### config.mk
export PLATFORM = sky130hd
export DESIGN_NAME = braille_decoder
export DESIGN_NICKNAME = d
export VERILOG_FILES = /design/src/rtl/braille_pkg.sv /design/src/rtl/braille_cell_lut.sv /design/src/rtl/braille_decoder.sv
export SDC_FILE = /design/constraint.sdc
export NUM_CORES = 1
export LEC_CHECK = 0
export CORE_AREA = 3 3 40 42
export CTS_CLUSTER_SIZE = 40
export DETAILED_ROUTE_END_ITERATION = 12
export DIE_AREA = 0 0 43 45
export HOLD_SLACK_MARGIN = 0.1
export PLACE_DENSITY = 0.66
export SLEW_MARGIN = 40
export SYNTH_ARGS = -nofsm -noshare
export SYNTH_HDL_FRONTEND = slang
export SYNTH_SLANG_ARGS = --single-unit
### constraint.sdc
create_clock -name vClock -period 3.8 [get_ports vClock]
set_clock_uncertainty 0.15 [all_clocks]
set_input_delay 0.76 -clock vClock [delete_from_list [all_inputs] [get_ports vClock]]
set_output_delay 0.76 -clock vClock [all_outputs]
set_load 0.02 [all_outputs]
### src/rtl/braille_pkg.sv
// Shared Braille definitions: cell codes (bit k = dot k+1), decoder state
// encoding and the classification record produced by the cell lookup.
package braille_pkg;

    localparam logic [5:0] CELL_1       = 6'h01;
    localparam logic [5:0] CELL_2       = 6'h03;
    localparam logic [5:0] CELL_3       = 6'h09;
    localparam logic [5:0] CELL_4       = 6'h19;
    localparam logic [5:0] CELL_5       = 6'h11;
    localparam logic [5:0] CELL_6       = 6'h0B;
    localparam logic [5:0] CELL_7       = 6'h1B;
    localparam logic [5:0] CELL_8       = 6'h13;
    localparam logic [5:0] CELL_9       = 6'h0A;
    localparam logic [5:0] CELL_0       = 6'h1A;
    localparam logic [5:0] CELL_NUMSIGN = 6'h3C;
    localparam logic [5:0] CELL_SPACE   = 6'h00;

    typedef enum logic {
        ST_ALPHA   = 1'b0,
        ST_NUMERIC = 1'b1
    } state_e;

    typedef struct packed {
        logic       is_digit;
        logic       is_numsign;
        logic       is_space;
        logic [3:0] digit;
    } cell_class_t;

endpackage

### src/rtl/braille_cell_lut.sv
// Combinational classifier: maps one 6-dot cell to {is_digit, is_numsign,
// is_space, digit}. Unrecognised cells yield all-zero.
module braille_cell_lut
    import braille_pkg::*;
(
    input  logic [5:0]  cell_i,
    output cell_class_t cls_o
);

    always_comb begin
        // NOTE: every output gets a default before the case so no path leaves
        // a bit unassigned, which would otherwise infer a latch.
        cls_o = '0;
        case (cell_i)
            CELL_1:       begin cls_o.is_digit = 1'b1; cls_o.digit = 4'd1; end
            CELL_2:       begin cls_o.is_digit = 1'b1; cls_o.digit = 4'd2; end
            CELL_3:       begin cls_o.is_digit = 1'b1; cls_o.digit = 4'd3; end
            CELL_4:       begin cls_o.is_digit = 1'b1; cls_o.digit = 4'd4; end
            CELL_5:       begin cls_o.is_digit = 1'b1; cls_o.digit = 4'd5; end
            CELL_6:       begin cls_o.is_digit = 1'b1; cls_o.digit = 4'd6; end
            CELL_7:       begin cls_o.is_digit = 1'b1; cls_o.digit = 4'd7; end
            CELL_8:       begin cls_o.is_digit = 1'b1; cls_o.digit = 4'd8; end
            CELL_9:       begin cls_o.is_digit = 1'b1; cls_o.digit = 4'd9; end
            CELL_0:       begin cls_o.is_digit = 1'b1; cls_o.digit = 4'd0; end
            CELL_NUMSIGN: cls_o.is_numsign = 1'b1;
            CELL_SPACE:   cls_o.is_space   = 1'b1;
            default:      ;
        endcase
    end

endmodule

### src/rtl/braille_decoder.sv
// Braille numeric decoder: ALPHA/NUMERIC FSM, one-deep digit output register
// with valid/ready handshakes, optional saturating malformed-cell counter
// enabled by macro BRAILLE_DECODER_ERRCNT_EN.
module braille_decoder
    import braille_pkg::*;
#(
    parameter int ERR_W = 8
) (
    input  logic             vClock,
    input  logic             reset_n,
    input  logic [5:0]       cell_in,
    input  logic             cell_valid,
    output logic             cell_ready,
    output logic [3:0]       digit_out,
    output logic             digit_valid,
    input  logic             digit_ready,
    output logic             numeric_mode,
    output logic [ERR_W-1:0] err_count
);

    cell_class_t cls;
    state_e      state_q, state_d;
    logic [3:0]  digit_q, digit_d;
    logic        dvalid_q, dvalid_d;
    logic        cell_accept;
    logic        load_digit;
    logic        cell_err;

    braille_cell_lut u_lut (
        .cell_i (cell_in),
        .cls_o  (cls)
    );

    // A full register that is being drained this cycle can take a new cell.
    assign cell_ready  = ~dvalid_q | digit_ready;
    assign cell_accept = cell_valid & cell_ready;

    always_comb begin
        state_d    = state_q;
        load_digit = 1'b0;
        cell_err   = 1'b0;
        if (cell_accept) begin
            case (state_q)
                ST_ALPHA: begin
                    if (cls.is_numsign) state_d = ST_NUMERIC;
                end
                ST_NUMERIC: begin
                    if (cls.is_digit) begin
                        load_digit = 1'b1;
                    end else if (cls.is_space) begin
                        state_d = ST_ALPHA;
                    end else if (!cls.is_numsign) begin
                        cell_err = 1'b1;
                        state_d  = ST_ALPHA;
                    end
                end
                default: state_d = ST_ALPHA;
            endcase
        end
        dvalid_d = load_digit | (dvalid_q & ~digit_ready);
        digit_d  = load_digit ? cls.digit : digit_q;
    end

    // NOTE: sequential state uses non-blocking assignments so every register
    // samples pre-edge values regardless of process ordering.
    always_ff @(posedge vClock or negedge reset_n) begin
        if (!reset_n) begin
            state_q  <= ST_ALPHA;
            digit_q  <= 4'd0;
            dvalid_q <= 1'b0;
        end else begin
            state_q  <= state_d;
            digit_q  <= digit_d;
            dvalid_q <= dvalid_d;
        end
    end

    assign digit_out    = digit_q;
    assign digit_valid  = dvalid_q;
    assign numeric_mode = (state_q == ST_NUMERIC);

`ifdef BRAILLE_DECODER_ERRCNT_EN
    logic [ERR_W-1:0] err_q;

    always_ff @(posedge vClock or negedge reset_n) begin
        if (!reset_n) begin
            err_q <= '0;
        end else if (cell_err && (err_q != {ERR_W{1'b1}})) begin
            err_q <= err_q + ERR_W'(1);
        end
    end

    assign err_count = err_q;
`else
    logic unused_cell_err;
    assign unused_cell_err = cell_err;
    assign err_count       = '0;
`endif

endmodule

==> summary.txt, run 1 <==
Synthesis
  – Synthesized area per cell: 9.59 sq um
  – Largest family of logic cells by synthesized area: simple AND/OR/NAND/NOR gates
  – Mapped cell area: 432 sq um
  – Compound-Gate Fraction of Synth Area: 0.0928
  – Post-synth cell types: 19
  – Yosys warnings: 0
  – Adder-Cell Fraction of Synth Area: 0
  – Yosys top cell by area: dfrtp_1
  – Flops & latches, synth: 6
  – Synth Area in XOR/XNOR: 0
  – Sequential area share after synthesis: 0.348
  – Synth Area in Simple Gates: 0.223
  – Post-synthesis mux area share: 0.188
  – Share of the synthesized area in the top cell type: 0.348
  – Gate Count Post-Synth: 45
  – Area contributors post-synth: dfrtp_1 35%, buf_4 14%, mux2_4 14%, o21ai_0 3.5%, nand2_1 3.5%

Global route
  – Total Routing Usage GR: 0.0932
  – Largest net degree at the start of global routing: 8
  – Number of global-route vias before repair: 329
  – Global-route wire length before repair: 1290 um
  – Initial antenna violation count: 0
  – Congestion Overflow GR: 0

Timing
  – Tcrit/Tclk final: 0.771
  – Final Hold Viols: 0
  – RSZ-0062 raised after global routing: false
  – Post-route setup slack: 0.869 ns
  – Fmax: 341 MHz
  – Final Max Tran Viols: 0
  – Minimum clock period: 2.93 ns
  – Hold_ws: 0.362 ns
  – Setup violations, final: 0
  – Setup_tns: 0 ns

Drt
  – Final WL: 793 um
  – Iteration-0 DRC Markers: 0
  – DRC viols: 0
  – DRT Pass-1 Iters: 1
  – Remaining antenna violation count: 0
  – Wirelength per Cell: 10.2 um
  – Vias: 340
  – DR vias/cell: 4.36

Run status
  – Outcome: finished clean

Clocking
  – H-tree Lvls: 1
  – Worst-path clk slew: 0.04 ns
  – Hold buffers post-CTS: 0
  – Root Driver: clkbuf_4
  – Max Root-Sink Buffers: 2
  – Post-CTS Setup Inserts: 0
  – Clock Latency Late Sink: 0.24 ns
  – Cts bufs inserted: 3
  – Clk sinks: 6
  – CTS tree: yes
  – PostCTS Resize Cnt: 0

Place
  – DP Area: 577 sq um
  – Placed cell count: 75
  – Place WS: 0.865 ns
  – Estimated wirelength of the detail-placed design: 691 um
  – GP Congestion: 0.761
  – Port bufs: 16

Hold path
  – Hold path start: digit_out[0]$_DFFE_PN0P_
  – HP Class: reg2reg

Cells and area
  – Most frequent cells in the layout: 16 x clkdlybuf4s50_1, 8 x conb_1, 6 x dfrtp_1
  – Multi-input logic area: 248 sq um
  – # diodes: 0
  – Share of cells above drive strength 1: 0.159
  – Final core occ: 0.466
  – Fillers: 134
  – Area delta synth->final: 38.8%
  – Final cell count without fillers: 78
  – Most common cell after layout, fill and taps aside: clkdlybuf4s50_1
  – Area of all sequential standard cells: 150 sq um
  – Post-route cell area: 599 sq um
  – Nets: 75

Floorplan
  – Die height: 45 um
  – Standard-cell rows: 13
  – Num ports: 25
  – Core box area: 1280 sq um
  – Die area: 1940 sq um
  – Die width: 43 um
  – Starting density of the core: 0.336

Worst setup path
  – Flop2flop setup slack: 2.41 ns
  – CP Data Required Time: 2.89 ns
  – Cells on worst reg2reg path: 3
  – Setup crit end kind: output pin
  – CP arrival: 2.02 ns
  – Worst-path fanout max: 5
  – Crit path from: digit_ready
  – Startpoint Class: input pin
  – Crit path kind: in2out
  – Reg-to-reg endpoint: digit_out[3]$_DFFE_PN0P_
  – Critical R2R Launch: digit_valid$_DFF_PN0_
  – Setup crit end: cell_ready

Pwr
  – Power Density: 257 nW/um^2
  – Lkg Pwr: 0.275 nW
  – Worst vdd ir: 0.0772 mV
  – PnR Total Power: 0.154 mW

Job
  – Total of max-cap violations: 0
==> cell usage after synthesis, drive strengths merged <==
master	n
conb	1
nand3	1
a21oi	2
and4	1
nor2b	2
and3	2
nor3	1
o21a	1
o21ai	3
buf	8
nand2	4
nand4	1
mux2i	1
dfrtp	6
nand2b	2
mux2	5
o31ai	1
nor2	3
==> logic make-up after synthesis <==
logic type	Yosys count
buffers and inverters	8
other	1
AOI/OAI and AO/OA	7
muxes	6
DFF	6
and+or+nand+nor	17
==> flip-flops by register name, indices dropped and copies added, names as in the netlist <==
signal / cells
digit_out: 4
digit_valid: 1
numeric_mode: 1
==> layer usage <==
layer,up-vias,part of all wire,track usage
li1,177,-,-
met1,146,0.39,0.0938
met2,15,0.51,0.153
met3,2,0.077,0.00398
met4,0,0.020,0.127
met5,-,0,0
==> cell type report <==
class,count,share of cell area
Multi-Input combinational cell,38,0.413
Timing Repair Buffer,16,0.267
Sequential cell,6,0.251
Clock buffer,3,0.0376
Tap cell,15,0.0313
==> worst min-delay path by stage <==
stage	cells after the start	slack, ns	to
after global placement	1	0.35	digit_out[2]$_DFFE_PN0P_
after detailed placement	1	0.36	digit_out[2]$_DFFE_PN0P_
after floorplan	0	0.31	digit_out[0]$_DFFE_PN0P_
after global routing	1	0.39	digit_out[2]$_DFFE_PN0P_
after CTS	1	0.37	digit_out[2]$_DFFE_PN0P_
final	1	0.36	digit_out[0]$_DFFE_PN0P_
==> worst max-delay path, cell delays in order <==
cell	delay, ns
clkdlybuf4s50_1	0.45
nand2b_1	0.18
clkdlybuf4s50_1	0.63
==> power by group <==
part | switching [mW] | internal, mW
registers | 0.000481 | 0.0649
logic | 0.0180 | 0.0149
clock network | 0.0204 | 0.0355
(Power assumes the default switching activity.)
==> inputs of run 2 (changes only) <==
CORE_AREA = default   (was 3 3 40 42)
CORE_MARGIN = 3   (was default)
CORE_UTILIZATION = 32   (was default)
DIE_AREA = default   (was 0 0 43 45)
PLACE_DENSITY = 0.68   (was 0.66)
clock period = 2.4 ns   (was 3.8 ns; I/O delays follow)
==> summary.txt, run 2 (synthesis gave the netlist of run 1 again) <==
Clocking
  – Worst-path clk slew: 0.04 ns
  – Post-CTS Setup Inserts: 0
  – CTS tree: yes
  – Cts bufs inserted: 3
  – Root Driver: clkbuf_4
  – Max Root-Sink Buffers: 2
  – Clk sinks: 6
  – Hold buffers post-CTS: 0
  – PostCTS Resize Cnt: 0
  – H-tree Lvls: 1
  – Clock Latency Late Sink: 0.24 ns

Run status
  – Outcome: finished clean

Global route
  – Largest net degree at the start of global routing: 7
  – Met1 Track Usage GR: 0.0987
  – Initial antenna violation count: 0
  – Number of global-route vias before repair: 313
  – Met3 usage: 0.0254
  – Total Routing Usage GR: 0.0977
  – Congestion Overflow GR: 0
  – Most Used Layer, Global Route: met2
  – Met2 Usage GRT: 0.150
  – Global-route wire length before repair: 1270 um

Timing
  – Minimum clock period: 2.29 ns
  – Tcrit/Tclk final: 0.953
  – Setup violations, final: 0
  – RSZ-0062 raised after global routing: false
  – Hold_ws: 0.321 ns
  – Fmax: 437 MHz
  – Setup_tns: 0 ns
  – Final Max Tran Viols: 0
  – Final Hold Viols: 0

Drt
  – Wirelength per Cell: 9.95 um
  – DRC viols: 0
  – Vias: 357
  – Remaining antenna violation count: 0
  – DRT Pass-1 Iters: 2
  – Iteration-0 DRC Markers: 1
  – DR vias/cell: 4.52
  – Final WL: 786 um

Cells and area
  – Fillers: 124
  – Share of cells above drive strength 1: 0.185
  – Most common cell after layout, fill and taps aside: clkdlybuf4s50_1
  – Max FFs per register: 4
  – Nets: 77
  – Most frequent cells in the layout: 16 x clkdlybuf4s50_1, 8 x conb_1, 6 x dfrtp_1
  – # diodes: 0
  – Area delta synth->final: 42.0%

Worst setup path
  – Worst-path fanout max: 2
  – Reg-to-reg endpoint: digit_out[1]$_DFFE_PN0P_
  – Bufs and invs on worst path: 2
  – Crit path cell chain: clkdlybuf4s50_1, nand2b_1, clkdlybuf4s50_1
  – CP Data Required Time: 1.77 ns
  – Crit path kind: in2out
  – Startpoint Class: input pin
  – Slowest cell on crit path: clkdlybuf4s50_1
  – Crit path top cell by count: clkdlybuf4s50_1
  – CP arrival: 1.66 ns
  – Flop2flop setup slack: 0.98 ns
  – Top Family by Delay on Critical Path: buffers and inverters
  – Cells on worst reg2reg path: 4
  – Setup crit end kind: output pin
  – CP peak stage delay: 0.61 ns
  – Critical R2R Launch: digit_valid$_DFF_PN0_

Hold path
  – HP Class: in2async

Floorplan
  – Num ports: 25
  – Standard-cell rows: 12
  – Die height: 42.7 um
  – Core box area: 1190 sq um
  – Die width: 42.7 um
  – Die area: 1830 sq um
  – Starting density of the core: 0.364

Pwr
  – Power Density: 401 nW/um^2
  – Worst vdd ir: 0.124 mV
  – Lkg Pwr: 0.284 nW

Place
  – GP Congestion: 0.720
  – Port bufs: 16
  – Estimated wirelength of the detail-placed design: 663 um

Job
  – Total of max-cap violations: 0
[run 2: cell count changes in the layout (fill, tap and decap cells not counted)]
cell   previous run  this run
buf_4             0         2
[run 2: worst reg2reg max path, cell delays in order (launching register included)]
cell and delay (ns):
dfrtp_1 0.36, nand2b_1 0.10, buf_4 0.13, and4_4 0.26, mux2_4 0.30
[run 2: where the power goes]
part           internal [mW]  leakage, nW  switching [mW]
logic                 0.0247        0.187          0.0290
registers              0.103       0.0837        0.000772
clock network         0.0563       0.0138          0.0323
total                  0.184        0.284          0.0621
[run 2: stage by stage]
step	worst slack (ns)	power (mW)	cells	area, sq um	utilization
final	0.113	0.246	79	613	0.517
after global routing	0.0600	0.258	79	613	0.517
after CTS	0.0960	0.250	79	613	0.517
after detailed placement	0.104	0.158	76	591	0.498
after global placement	0.136	0.158	76	591	0.498
after floorplan	0.767	0.141	52	458	-
[run 2: worst max-delay path by stage]
| stage | start | endpoint | slack, ns | cells past startpoint |
|---|---|---|---|---|
| after floorplan | digit_ready | digit_out[0]$_DFFE_PN0P_ | 0.77 | 3 |
| after global placement | digit_ready | cell_ready | 0.14 | 3 |
| after detailed placement | digit_ready | cell_ready | 0.10 | 3 |
| after CTS | digit_ready | cell_ready | 0.1 | 3 |
| after global routing | digit_ready | cell_ready | 0.06 | 3 |
| final | digit_ready | cell_ready | 0.11 | 3 |
[run 2: final cells by class]
type,count,area (sq um),share of cell area
multi-input combinational,38,248,0.404
clock buffer,3,22.5,0.0367
timing repair buffer,18,175,0.286
tap,14,17.5,0.0286
sequential,6,150,0.245
[run 2: per-layer routing]
layer  vias up  routed length (um)  share of wire
met4         0                  34          0.043
met3         4                  70          0.089
li1        187                   -              -
met2        17                 359           0.46
met1       149                 322           0.41
met5         -                   0              0
==> inputs of run 3 (changes only) <==
PLACE_DENSITY = 0.72   (was 0.68)
==> summary.txt, run 3 (synthesis gave the netlist of run 1 again) <==
Run status
  – Outcome: finished clean

Timing
  – Final Hold Viols: 0
  – RSZ-0062 raised after global routing: false
  – Hold_ws: 0.326 ns
  – Tcrit/Tclk final: 0.949
  – Minimum clock period: 2.28 ns
  – Post-route setup slack: 0.121 ns
  – Setup_tns: 0 ns
  – Fmax: 439 MHz
  – Final Max Tran Viols: 0
  – Setup violations, final: 0

Drt
  – Vias: 366
  – DRT Pass-1 Iters: 2
  – Iteration-0 DRC Markers: 1
  – DRC viols: 0
  – Wirelength per Cell: 11.0 um
  – Remaining antenna violation count: 0
  – DR vias/cell: 4.63
  – Final WL: 866 um

Place
  – Estimated wirelength of the detail-placed design: 719 um
  – GP Congestion: 0.814
  – Placed cell count: 76
  – DP Area: 591 sq um
  – Port bufs: 16
  – Place WS: 0.125 ns

Worst setup path
  – Worst-path fanout max: 2
  – Startpoint Class: input pin
  – CP arrival: 1.65 ns
  – Cells on worst reg2reg path: 4
  – Crit path kind: in2out
  – Setup crit end kind: output pin
  – Flop2flop setup slack: 0.95 ns
  – CP Data Required Time: 1.77 ns
  – Critical R2R Launch: digit_valid$_DFF_PN0_
  – Reg-to-reg endpoint: digit_out[1]$_DFFE_PN0P_

Cells and area
  – Max FFs per register: 4
  – Most common cell after layout, fill and taps aside: clkdlybuf4s50_1
  – Final core occ: 0.517
  – # diodes: 0
  – Post-route cell area: 613 sq um
  – Share of cells above drive strength 1: 0.185
  – Area delta synth->final: 42.0%
  – Nets: 77
  – Final cell count without fillers: 79
  – Most frequent cells in the layout: 16 x clkdlybuf4s50_1, 8 x conb_1, 6 x dfrtp_1
  – Fillers: 120

Floorplan
  – Starting density of the core: 0.364
  – Die area: 1830 sq um
  – Num ports: 25
  – Die height: 42.7 um
  – Die width: 42.7 um
  – Core box area: 1190 sq um
  – Standard-cell rows: 12

Clocking
  – Hold buffers post-CTS: 0
  – Clock Latency Late Sink: 0.23 ns
  – H-tree Lvls: 1
  – PostCTS Resize Cnt: 0
  – Cts bufs inserted: 3
  – Clk sinks: 6
  – Max Root-Sink Buffers: 2
  – Worst-path clk slew: 0.05 ns
  – CTS tree: yes
  – Root Driver: clkbuf_4
  – Post-CTS Setup Inserts: 0

Pwr
  – Reg power frac: 0.420
  – Lkg Pwr: 0.284 nW
  – Clock share of power: 0.360
  – PnR Total Power: 0.246 mW
  – Comb pwr share: 0.220
  – NetSw: 0.0626 mW
  – Int Pwr: 0.184 mW
  – Worst vdd ir: 0.182 mV
  – Switching share of power: 0.254
  – Power Density: 402 nW/um^2

Global route
  – Congestion Overflow GR: 0
  – Number of global-route vias before repair: 298
  – Total Routing Usage GR: 0.0931
  – Largest net degree at the start of global routing: 7
  – Initial antenna violation count: 0
  – Global-route wire length before repair: 1280 um

Hold path
  – HP Class: in2async

Job
  – Total of max-cap violations: 0
run 3: layout make-up:
cell class / instances / area [sq um] / area share
multi-input cells: 38 / 248 / 0.404
repair buffers: 18 / 175 / 0.286
clock buffers: 3 / 22.5 / 0.0367
flip-flops and latches: 6 / 150 / 0.245
well taps: 14 / 17.5 / 0.0286
run 3: per-layer routing:
metal	global-route usage	vias to the layer above	part of all wire
met3	0.0297	0	0.10
met4	0.0559	0	0
li1	-	183	-
met1	0.119	167	0.43
met5	0	-	0
met2	0.135	16	0.47
run 3: worst max path at each step:
stage,to,cells past startpoint,slack [ns],start
2_1_floorplan,digit_out[0]$_DFFE_PN0P_,3,0.77,digit_ready
3_3_place_gp,cell_ready,3,0.13,digit_ready
3_5_place_dp,cell_ready,3,0.12,digit_ready
4_1_cts,cell_ready,3,0.11,digit_ready
5_1_grt,cell_ready,3,0.09,digit_ready
6_report,cell_ready,3,0.12,digit_ready
run 3: power by group through the flow:
stage | sequential [mW] | combinational (mW) | clock, mW
floorplan | 0.106 | 0.0348 | 0
global placement | 0.105 | 0.0532 | 0
detailed placement | 0.105 | 0.0540 | 0
CTS | 0.103 | 0.0541 | 0.0928
global route | 0.104 | 0.0584 | 0.0972
finish | 0.104 | 0.0542 | 0.0886
run 3: worst max-delay path: stages:
cell	delay (ns)
clkdlybuf4s50_1	0.45
nand2b_1	0.12
clkdlybuf4s50_1	0.60
